<file path="config.mk">
export PLATFORM = sky130hd
export DESIGN_NAME = bcd_serial_add_ctrl
export DESIGN_NICKNAME = d
export VERILOG_FILES = /design/src/rtl/bcd_pkg.sv /design/src/rtl/bcd_digit_add.sv /design/src/rtl/bcd_serial_add_ctrl.sv
export SDC_FILE = /design/constraint.sdc
export NUM_CORES = 1
export LEC_CHECK = 0
export BUFFER_PORTS_ARGS = -buffer_cell sky130_fd_sc_hd__buf_2
export CAP_MARGIN = 20
export CORE_MARGIN = 2
export CORE_UTILIZATION = 58
export CTS_CLUSTER_SIZE = 30
export DETAILED_ROUTE_END_ITERATION = 8
export PLACE_DENSITY = 0.85
export SYNTH_ARGS = -nofsm -noshare
export SYNTH_HDL_FRONTEND = slang
export SYNTH_SLANG_ARGS = --single-unit
</file>
<file path="constraint.sdc">
create_clock -name clk -period 4.65 [get_ports clk]
set_input_delay 0.2325 -clock clk [delete_from_list [all_inputs] [get_ports clk]]
set_output_delay 0.2325 -clock clk [all_outputs]
set_load 0.02 [all_outputs]
</file>
<file path="src/rtl/bcd_pkg.sv">
// rtl/bcd_pkg.sv - shared types and constants for the serial BCD adder
package bcd_pkg;

    typedef enum logic [1:0] {
        IDLE = 2'd0,
        RUN  = 2'd1,
        DONE = 2'd2
    } state_t;

    localparam int         BCD_DIGIT_W = 4;
    localparam logic [3:0] BCD_MAX     = 4'd9;
    localparam logic [4:0] BCD_BASE    = 5'd10;

endpackage

</file>
<file path="src/rtl/bcd_digit_add.sv">
// rtl/bcd_digit_add.sv - combinational one-digit BCD adder with decimal carry
module bcd_digit_add
    import bcd_pkg::*;
(
    input  logic [3:0] x,
    input  logic [3:0] y,
    input  logic       c,
    output logic [3:0] d0,
    output logic [3:0] d1
);

    logic [4:0] w_t;
    logic [3:0] w_adj;

    // Binary sum, then wrap into decimal; invalid digits follow the same rule
    always_comb begin
        w_t   = {1'b0, x} + {1'b0, y} + {4'b0000, c};
        w_adj = 4'(w_t - BCD_BASE);
        if (w_t >= BCD_BASE) begin
            d0 = w_adj;
            d1 = 4'd1;
        end else begin
            d0 = w_t[3:0];
            d1 = 4'd0;
        end
    end

endmodule

</file>
<file path="src/rtl/bcd_serial_add_ctrl.sv">
// rtl/bcd_serial_add_ctrl.sv - digit-serial packed-BCD adder controller
module bcd_serial_add_ctrl
    import bcd_pkg::*;
#(
    parameter  int NDIGITS = 4,
    localparam int IDXW    = $clog2(NDIGITS) + 1,
    localparam int W       = 4 * NDIGITS
) (
    input  logic         clk,
    input  logic         rst_n,
    input  logic         start,
    input  logic [W-1:0] a,
    input  logic [W-1:0] b,
    input  logic         cin,
    output logic         ready,
    output logic         busy,
    output logic         done,
    output logic [W-1:0] sum,
    output logic         cout,
    output logic         err
);

    state_t          r_state;
    state_t          w_state_nxt;
    logic [W-1:0]    r_a;
    logic [W-1:0]    r_b;
    logic            r_carry;
    logic [IDXW-1:0] r_idx;
    logic [W-1:0]    r_sum;
    logic            r_cout;
    logic            r_err;

    logic [3:0]      w_xa;
    logic [3:0]      w_xb;
    logic [3:0]      w_d0;
    logic [3:0]      w_d1;
    logic            w_last;
    logic            w_bad_digit;
    logic [2:0]      w_unused_d1;

    assign w_xa        = r_a[BCD_DIGIT_W-1:0];
    assign w_xb        = r_b[BCD_DIGIT_W-1:0];
    assign w_last      = (r_idx == IDXW'(NDIGITS - 1));
    assign w_bad_digit = (w_xa > BCD_MAX) | (w_xb > BCD_MAX);
    assign w_unused_d1 = w_d1[3:1];

    bcd_digit_add u_digit_add (
        .x  (w_xa),
        .y  (w_xb),
        .c  (r_carry),
        .d0 (w_d0),
        .d1 (w_d1)
    );

    // Next-state: start only matters in IDLE; RUN ends after the top digit
    always_comb begin
        w_state_nxt = r_state;
        case (r_state)
            IDLE:    if (start)  w_state_nxt = RUN;
            RUN:     if (w_last) w_state_nxt = DONE;
            DONE:    w_state_nxt = IDLE;
            default: w_state_nxt = IDLE;
        endcase
    end

    // State register
    always_ff @(posedge clk or negedge rst_n) begin
        if (!rst_n) r_state <= IDLE;
        else        r_state <= w_state_nxt;
    end

    // Datapath: latch operands on accept, then consume one digit per cycle
    always_ff @(posedge clk or negedge rst_n) begin
        if (!rst_n) begin
            r_a     <= '0;
            r_b     <= '0;
            r_carry <= 1'b0;
            r_idx   <= '0;
            r_sum   <= '0;
            r_cout  <= 1'b0;
            r_err   <= 1'b0;
        end else begin
            case (r_state)
                IDLE: begin
                    if (start) begin
                        r_a     <= a;
                        r_b     <= b;
                        r_carry <= cin;
                        r_idx   <= '0;
                        r_sum   <= '0;
                        r_cout  <= 1'b0;
                        r_err   <= 1'b0;
                    end
                end
                RUN: begin
                    r_sum[r_idx*BCD_DIGIT_W +: BCD_DIGIT_W] <= w_d0;
                    r_carry <= w_d1[0];
                    r_a     <= r_a >> BCD_DIGIT_W;
                    r_b     <= r_b >> BCD_DIGIT_W;
                    r_idx   <= r_idx + 1'b1;
                    r_err   <= r_err | w_bad_digit;
                    if (w_last) r_cout <= w_d1[0];
                end
                default: ;
            endcase
        end
    end

    assign ready = (r_state == IDLE);
    assign busy  = (r_state == RUN);
    assign done  = (r_state == DONE);
    assign sum   = r_sum;
    assign cout  = r_cout;
    assign err   = r_err;

endmodule

</file>
======== After elaboration in Yosys (flattened, before gate mapping) ========
Index checks and enable logic that the tools add are counted.
cells by class
  add/sub/neg operators ................... 5
  multipliers ............................. 0
  divide/modulo/power cells ............... 0
  magnitude comparators ................... 3
  equal/unequal tests ..................... 5
  shift operators ......................... 2
  mux-type cells .......................... 20
  bitwise gates (word level) .............. 2
  reduce and logical (&&, ||, !) cells .... 5
operators by type and width
  operator                                               number
  one-hot mux 16 bit (2 select lines)                    3
  2-to-1 mux 16 bit                                      3
  negator 5 -> 34 bit                                    1
  variable shift 4 x 34 -> 16 bit, first input constant  1
  indexed part select 4 x 34 -> 16 bit                   1
  bitwise mux 16 bit                                     1
  > comparator 4 bit, second input constant              2
  one-hot mux 1 bit (2 select lines)                     3
  one-hot mux 3 bit (2 select lines)                     1
  adder 4 x 4 -> 5 bit                                   1
  adder 5 x 1 -> 5 bit                                   1
  >= comparator 5 x 4 -> 1 bit, second input constant    1
  2-to-1 mux 1 bit                                       4
  2-to-1 mux 2 bit                                       2
  2-to-1 mux 4 bit                                       1
  one-hot mux 2 bit (2 select lines)                     1
  AND reduction 2 bit                                    2
  subtractor 4 bit, second input constant                1
  adder 3 x 1 -> 3 bit, second input constant            1
  equality test 3 x 2 -> 1 bit, second input constant    1
  2-to-1 mux 3 bit                                       1
  AND reduction 3 bit                                    1
  equality test 2 x 1 -> 1 bit, second input constant    1
  equality test 2 bit, second input constant             1
  5 further kinds                                        6
word-level totals
  flip-flop bits (word level) ............. 56
  latch bits .............................. 0
  bits in writable memories ............... 0
  bits in read-only memories .............. 0
  memories ................................ 0

======== Logic depth before layout (Yosys ltp) ========
Gate-level depths: netlist of run 1.
  word-level depth ........................ 7
  depth in mapped cells ................... 9
  gate-level depth less buffers ........... 9

======== Modules after synthesis ========
Synthesis of run 1 repeated with hierarchy kept, for this count alone.
unflattened totals
  cell total of the unflattened synthesis .. 283
  area, all modules ....................... 2907.8 µm²
modules (own cells, without submodules)
  module               instances  cells each  area an instance (µm²)  sequential area each (µm²)
  bcd_serial_add_ctrl  1          236         2553.7                  1401.3
  bcd_digit_add        1          47          354.1                   0.0

======== Worst setup path after synthesis of run 1 ========
Ideal clock, no wire load.
  kind .................................... reg2reg
  from .................................... reg r_a[0]
  to ...................................... reg r_sum[6] (netlist: sum[6])
  library setup time ...................... 77 ps
  arrival ................................. 2506 ps
  data required time ...................... 4573 ps
  setup slack ............................. 2067 ps
  stages on the path, launching flop included .. 10
  buffers on the path ..................... 0
  clock period less this slack ............ 2583 ps
  cell sequence ........................... dfrtp_1 -> fa_1 -> fa_1 -> xor2_1 -> inv_1 -> ha_1 -> o221ai_2 -> a31oi_4 -> mux2_4 -> o21ai_1
on the way
  longest elaborated chain between the ends .. 7
  elaborated cells between the ends (all ways) .. 8
RTL lines
  item                                                              line                                      RTL
  start, declared                                                   bcd_serial_add_ctrl.sv:25                 logic [W-1:0] r_a;
  start signal, assigned                                            bcd_serial_add_ctrl.sv:98                 r_a <= r_a >> BCD_DIGIT_W;
  adder 4 x 4 -> 5 bit *                                            bcd_digit_add.sv:17                       w_t = {1'b0, x} + {1'b0, y} + {4'b0000, c};
  adder 5 x 1 -> 5 bit *                                            bcd_digit_add.sv:17
  subtractor 4 bit or >= comparator 5 x 4 -> 1 bit (tied branches)  bcd_digit_add.sv:18, bcd_digit_add.sv:19
  2-to-1 mux 4 bit *                                                bcd_digit_add.sv:19                       if (w_t >= BCD_BASE) begin
  indexed part select 4 x 34 -> 16 bit *                            bcd_serial_add_ctrl.sv:96                 r_sum[r_idx*BCD_DIGIT_W +: BCD_DIGIT_W] <= w_d0;
  bitwise mux 16 bit *                                              bcd_serial_add_ctrl.sv:96
  one-hot mux 16 bit (2 select lines) *                             bcd_serial_add_ctrl.sv:83                 case (r_state)
  end signal, assigned by index                                     bcd_serial_add_ctrl.sv:96
  end, declared                                                     bcd_serial_add_ctrl.sv:29                 logic [W-1:0] r_sum;
Every way passes the cells marked *; elsewhere a longest branch is shown, timed or not.
A chain may end at the register's enable or synchronous reset.

======== Worst setup path in the final report of run 1 ========
  from .................................... reg r_a[0]
  to ...................................... reg r_sum[2] (netlist: sum[2])
Same word-level chain as after synthesis.

==> run metrics, run 1 <==
status=finished, final reports clean; YS warnings=0; Routed met2 length=2810 um; CP cell instances=fa_1 -> fa_1 -> xor2_1 -> inv_1 -> ha_1 -> o221ai_2 -> a31oi_4 -> mux2_4 -> o21ai_1; row count=24; share of layout cells above drive strength 1=0.232; maximum clock rate=0.362 GHz; WP data required=4890 ps; met3 WL=391 um; Bufs on Longest Clock Path=2; Cell Pwr Density=770 nW/um^2; worst setup margin=1880 ps; drt pass-1 iters=4; Synth Net Count=313; crit start category=register; synthesized area=2710 um^2; Placer Congestion=0.947; simple-gate share of the synthesized area=0.108; antenna violations before repair=0; Gate Count Post-Synth=264; Switching Fraction=0.457; Switch Pwr=1.10 mW; initial drt markers=112; Post-Synth Adder-Cell Area=0.0656; Slowest Stage Delay on Critical Path=470 ps; RSZ-0062 raised after global routing=no; Final period util=0.595; clock sinks=56; peak supply drop=0.000360 V; number of diodes=0; post-detail-place hpwl=4310 um; clk slew on worst S/H paths=90 ps; buffers added on ports=56; # IOs=57; Post-Place Setup Slack=1880 ps; first-pass GRT wire length=9870 um; kind of critical path=reg -> reg; syn avg cell area=10.3 um^2; final wirelength=5820 um; global route overflow=0; Fill cells=355; LEAKAGE=1.54 nW; die height=72.3 um; internal power=1.30 mW; total CTS buffers=5; drt wl/cell=15.7 um; Post-synth ARST share=1.00; Clock Skew=4.03 ps; Via density=6.03; crit path capture type=register; Yosys reg bits=56; DR top layer=met4; CP max stage cell=fa_1; die area=5230 um^2; Max Cap Violations=0; Primary FF master, synth=dfrtp_1; Power Total=2.40 mW; hold_buf cts=0; vias in the first global route=2168; CP dominant cell by count=fa_1; crit path time final=2770 ps; largest family of logic cells by synthesized area=compound AO/OA/AOI/OAI gates; Final Hold Violating Endpoints=0; Post-CTS Setup Bufs=0; mux cell area share after synthesis=0.0166; Comb pwr share=0.534; largest net degree at the start of global routing=57; Clock power frac=0.114; die width=72.3 um; drc violations=0; Slew headroom=0.375; DRT antenna net count=0; Seq/Total Area, Yosys=0.518; EDFF count, synth=0; Setup TNS=0 ps; Post-CTS Resized=0; Initial Util=0.613; core footprint=4410 um^2; Final #Nets=367; min-delay worst type=in -> async; Worst Tran Pin Value=938 ps; CP Max Fanout=5; Yosys cell types=38; area grow syn2layout=15.2%; detailed-route via count=2238; Setup violations, final=0; Met1 Routed Length=2500 um; complex-gate fraction of the synthesized area=0.250; root buffer cell=clkbuf_8; worst path arrival time=3010 ps; sequential share of power=0.353; global-route usage over all layers=0.241; Synth Area in XOR/XNOR=0.00647; clk_lat worst skew=310 ps; CTS tree=built; # H-tree levels=2; Slew Limit Fails=0
-- state kept, by name, summed over array words and instances (netlist names) --
| signal | flops |
|---|---|
| r_a | 16 |
| r_b | 16 |
| sum | 16 |
| r_idx | 3 |
| r_state | 2 |
| cout | 1 |
| err | 1 |
| r_carry | 1 |
-- path summary, 6_finish.rpt --
check / start / endpoint / slack [ps] / depth (start not counted)
max in group asynchronous: rst_n / r_idx[1] / 4160 / 2
worst min-delay path: rst_n / sum[14] / 30 / 2
worst max-delay path: r_a[0] / sum[2] / 1880 / 9
worst max register to register: r_a[0] / sum[2] / 1880 / 9
worst min register to register: sum[5] / sum[5] / 490 / 2
min in group clk: a[14] / r_a[14] / 130 / 2
-- synthesized netlist by cell type, types with 3 or more instances --
cell	n	share of area
o21ai_0	27	0.050
ha_1	11	0.051
mux2i_1	3	0.011
o21ai_1	10	0.018
o22ai_1	17	0.039
inv_1	12	0.017
buf_2	4	0.0074
a21oi_1	14	0.026
nand2_1	35	0.049
clkbuf_1	6	0.0083
dfrtp_1	56	0.52
nor2b_1	3	0.0069
a22o_1	10	0.032
and3_1	5	0.012
a22oi_1	16	0.044
nand3_1	5	0.0092
nor2_1	4	0.0055
-- worst max-delay path, delay by kind of cell (launching register included) --
| kind | cells | cell delay, ps |
|---|---|---|
| mux | 1 | 350 |
| compound gates | 3 | 500 |
| xor+xnor | 1 | 200 |
| flops | 1 | 420 |
| buf+inv | 1 | 90 |
| fa+ha+maj | 3 | 1140 |
-- per-layer routing --
metal	up-vias	GRT usage
met2	77	0.401
met4	0	0.0713
met5	-	0
met3	9	0.0569
li1	1075	-
met1	1077	0.316
-- through the flow --
stage / std cells / hold WS, ps / utilization / area (um^2)
2_1_floorplan: 264 / -63.1 / - / 2710
5_1_grt: 371 / 110 / 0.706 / 3120
3_3_place_gp: 363 / 405 / 0.685 / 3030
4_1_cts: 371 / 74.4 / 0.706 / 3120
3_5_place_dp: 363 / 408 / 0.685 / 3030
6_report: 371 / 33.9 / 0.706 / 3120
-- layout make-up --
cell class / instances / area, um^2 / share of cell area
clock buffers: 6 / 82.6 / 0.0265
clock inverters: 2 / 10.0 / 0.00321
inverters: 13 / 48.8 / 0.0157
multi-input cells: 183 / 1210 / 0.387
flip-flops and latches: 56 / 1400 / 0.449
well taps: 52 / 65.1 / 0.0209
repair buffers: 59 / 303 / 0.0971
-- cells in the final DEF, fill, tap and decap left out, drive strengths merged, types with 3 or more instances in the layout --
cell | netlist | final
o21ai | 37 | 37
nand2 | 36 | 36
clkinv | 1 | 3
a22o | 10 | 10
nor2b | 3 | 3
ha | 11 | 11
buf | 6 | 59
nand3 | 5 | 5
a21oi | 15 | 15
a22oi | 16 | 16
o22ai | 17 | 17
inv | 12 | 12
mux2i | 3 | 3
nor2 | 4 | 4
clkbuf | 6 | 6
and3 | 5 | 5
dfrtp | 56 | 56
-- kinds of logic (layout without fill, tap and decap cells) --
family                   count (synthesis)  after routing
adder cells (fa/ha/maj)                 13             13
AND/OR/NAND/NOR                         60             60
XOR/XNOR                                 2              2
multiplexers                             4              4
buffers and inverters                   25             80
flip-flops                              56             56
AO/OA/AOI/OAI                          104            104
-- power by group through the flow --
| stage | sequential [mW] | combinational, mW | clock, mW |
|---|---|---|---|
| 6_report | 0.846 | 1.28 | 0.273 |
| 5_1_grt | 0.874 | 1.42 | 0.296 |
| 4_1_cts | 0.846 | 1.29 | 0.274 |
| 3_5_place_dp | 0.857 | 1.29 | 0 |
| 3_3_place_gp | 0.848 | 1.24 | 0 |
| 2_1_floorplan | 0.855 | 0.953 | 0 |
No activity file was read; power rests on OpenSTA's default activity.
==> inputs of run 2 (changes only) <==
CORE_UTILIZATION = 54   (was 58)
PLACE_DENSITY = 0.8   (was 0.85)
clock period = 2.7 ns   (was 4.65 ns; I/O delays follow)
==> run metrics, run 2 (synthesis results as in run 1) <==
crit path capture type=register; Switching Fraction=0.450 (-0.00658); RSZ-0062 raised after global routing=no; antenna violations before repair=0 (unchanged); worst setup margin=108 ps (-1780 ps); largest net degree at the start of global routing=35 (-39%); Core Util, Final=0.677 (-0.0297); Via density=5.76 (-4.5%); WHS=38.1 ps (+4.16 ps); number of diodes=0 (unchanged); die height=74.8 um (+3.4%); LEAKAGE=1.58 nW (+2.1%); Switch Pwr=2.04 mW (+86%); buffers added on ports=56 (unchanged); post-detail-place hpwl=4570 um (+5.9%); die area=5600 um^2 (+7.0%); drc violations=0 (unchanged); Bufs on Longest Clock Path=2 (unchanged); internal power=2.49 mW (+91%); clk_lat worst skew=310 ps (about the same); Placed Area=3090 um^2 (+2.3%); core footprint=4790 um^2 (+8.4%); Placer Congestion=0.810 (-14%); total CTS buffers=5 (unchanged); row count=25 (+4.2%); Slew headroom=0.615 (+0.241); Power Total=4.53 mW (+89%); status=finished, final reports clean; DRT antenna net count=0 (unchanged); initial drt markers=108 (-3.6%); first-pass GRT wire length=10100 um (+2.0%); global route overflow=0 (unchanged); detailed-route via count=2265 (+1.2%); Clock Skew=5.39 ps (+1.36 ps); Final #Nets=374 (+1.9%); Comb pwr share=0.587 (+0.053); drt wl/cell=15.8 um (+0.54%); area grow syn2layout=19.6%; most frequent cells in the layout=dfrtp_1 (56), buf_2 (56), nand2_1 (35); CTS tree=built; Clock power frac=0.105 (-0.009); global-route usage over all layers=0.243 (+0.00146); final wirelength=6190 um (+6.5%); clk slew on worst S/H paths=100 ps (about the same); worst path arrival time=2830 ps (-180 ps); Final period util=0.960 (+0.365); CP Max Fanout=5 (unchanged); Worst Tran Pin Value=573 ps (-365 ps); drt pass-1 iters=4 (unchanged); kind of critical path=reg -> reg; min-delay worst type=in -> reg; Max Cap Violations=0 (unchanged); root buffer cell=clkbuf_8; peak supply drop=0.000796 V (+120%); Initial Util=0.566 (-0.0476); Finished Cell Area=3240 um^2 (+3.9%); crit path time final=2590 ps (-173 ps); Setup violations, final=0 (unchanged); clock sinks=56 (unchanged); Slew Limit Fails=0 (unchanged); # IOs=57 (unchanged); crit start category=register; # H-tree levels=2 (unchanged); Cell Pwr Density=1400 nW/um^2 (+82%); sequential share of power=0.308 (-0.045); Final Hold Violating Endpoints=0 (unchanged); share of layout cells above drive strength 1=0.264 (+0.0318); Post-Place Setup Slack=-132 ps (-2010 ps); die width=74.8 um (+3.4%); WP data required=2940 ps (-1950 ps); vias in the first global route=2177 (+0.42%); maximum clock rate=0.386 GHz (+6.7%)
[run 2: metrics by stage]
step / setup TNS [ps] / cells
2_1_floorplan: 0 / 264
3_3_place_gp: 0 / 383
3_5_place_dp: -655 / 383
4_1_cts: 0 / 393
5_1_grt: 0 / 393
6_report: 0 / 393
[run 2: per-layer routing]
metal	up-vias	wire length [um]	GRT usage
met3	13	419	0.0656
met5	-	0	0
met1	1086	2550	0.303
met2	80	3080	0.402
met4	0	148	0.0992
li1	1086	-	-
[run 2: critical path, cell delays in order, from the launching register on]
cell and delay, ps:
dfrtp_1 430, fa_2 430, fa_2 410, xor2_2 180, inv_2 90, ha_4 160
o221ai_2 120, a31oi_4 210, mux2_4 360, o21ai_1 140
[run 2: repair_timing]
item                                   in CTS  in global routing
hold buffers                                1                  0
setup endpoints to repair                  12                  9
resized for setup                           3                  5
endpoints found under the hold margin      22                  0
pin swaps                                   1                  4
buffers inserted                            1                  0
[run 2: path summary, 6_finish.rpt]
kind	from	end	slack, ps	cells after the start
worst max-delay path	r_carry	sum[2]	110	9
worst min-delay path	a[12]	r_a[12]	40	2
max in group asynchronous	rst_n	r_idx[2]	1580	3
min in group asynchronous	rst_n	sum[13]	320	2
worst min register to register	r_a[6]	r_a[6]	490	2
worst max register to register	r_carry	sum[2]	110	9
[run 2: layout make-up]
cell class                 instances  area, um^2
fill                             374        1550
clock inverter                     1        7.51
inverter                          13        48.8
tap                               67        83.8
sequential                        56        1400
timing repair buffer              66         370
clock buffer                       7        86.3
multi-input combinational        183        1240
[run 2: power groups by stage]
stage	clock [mW]	combinational, mW	sequential (mW)
final	0.476	2.66	1.40
after global routing	0.519	2.94	1.44
after CTS	0.481	2.56	1.39
after detailed placement	0	2.48	1.41
after global placement	0	2.38	1.39
after floorplan	0	1.64	1.47
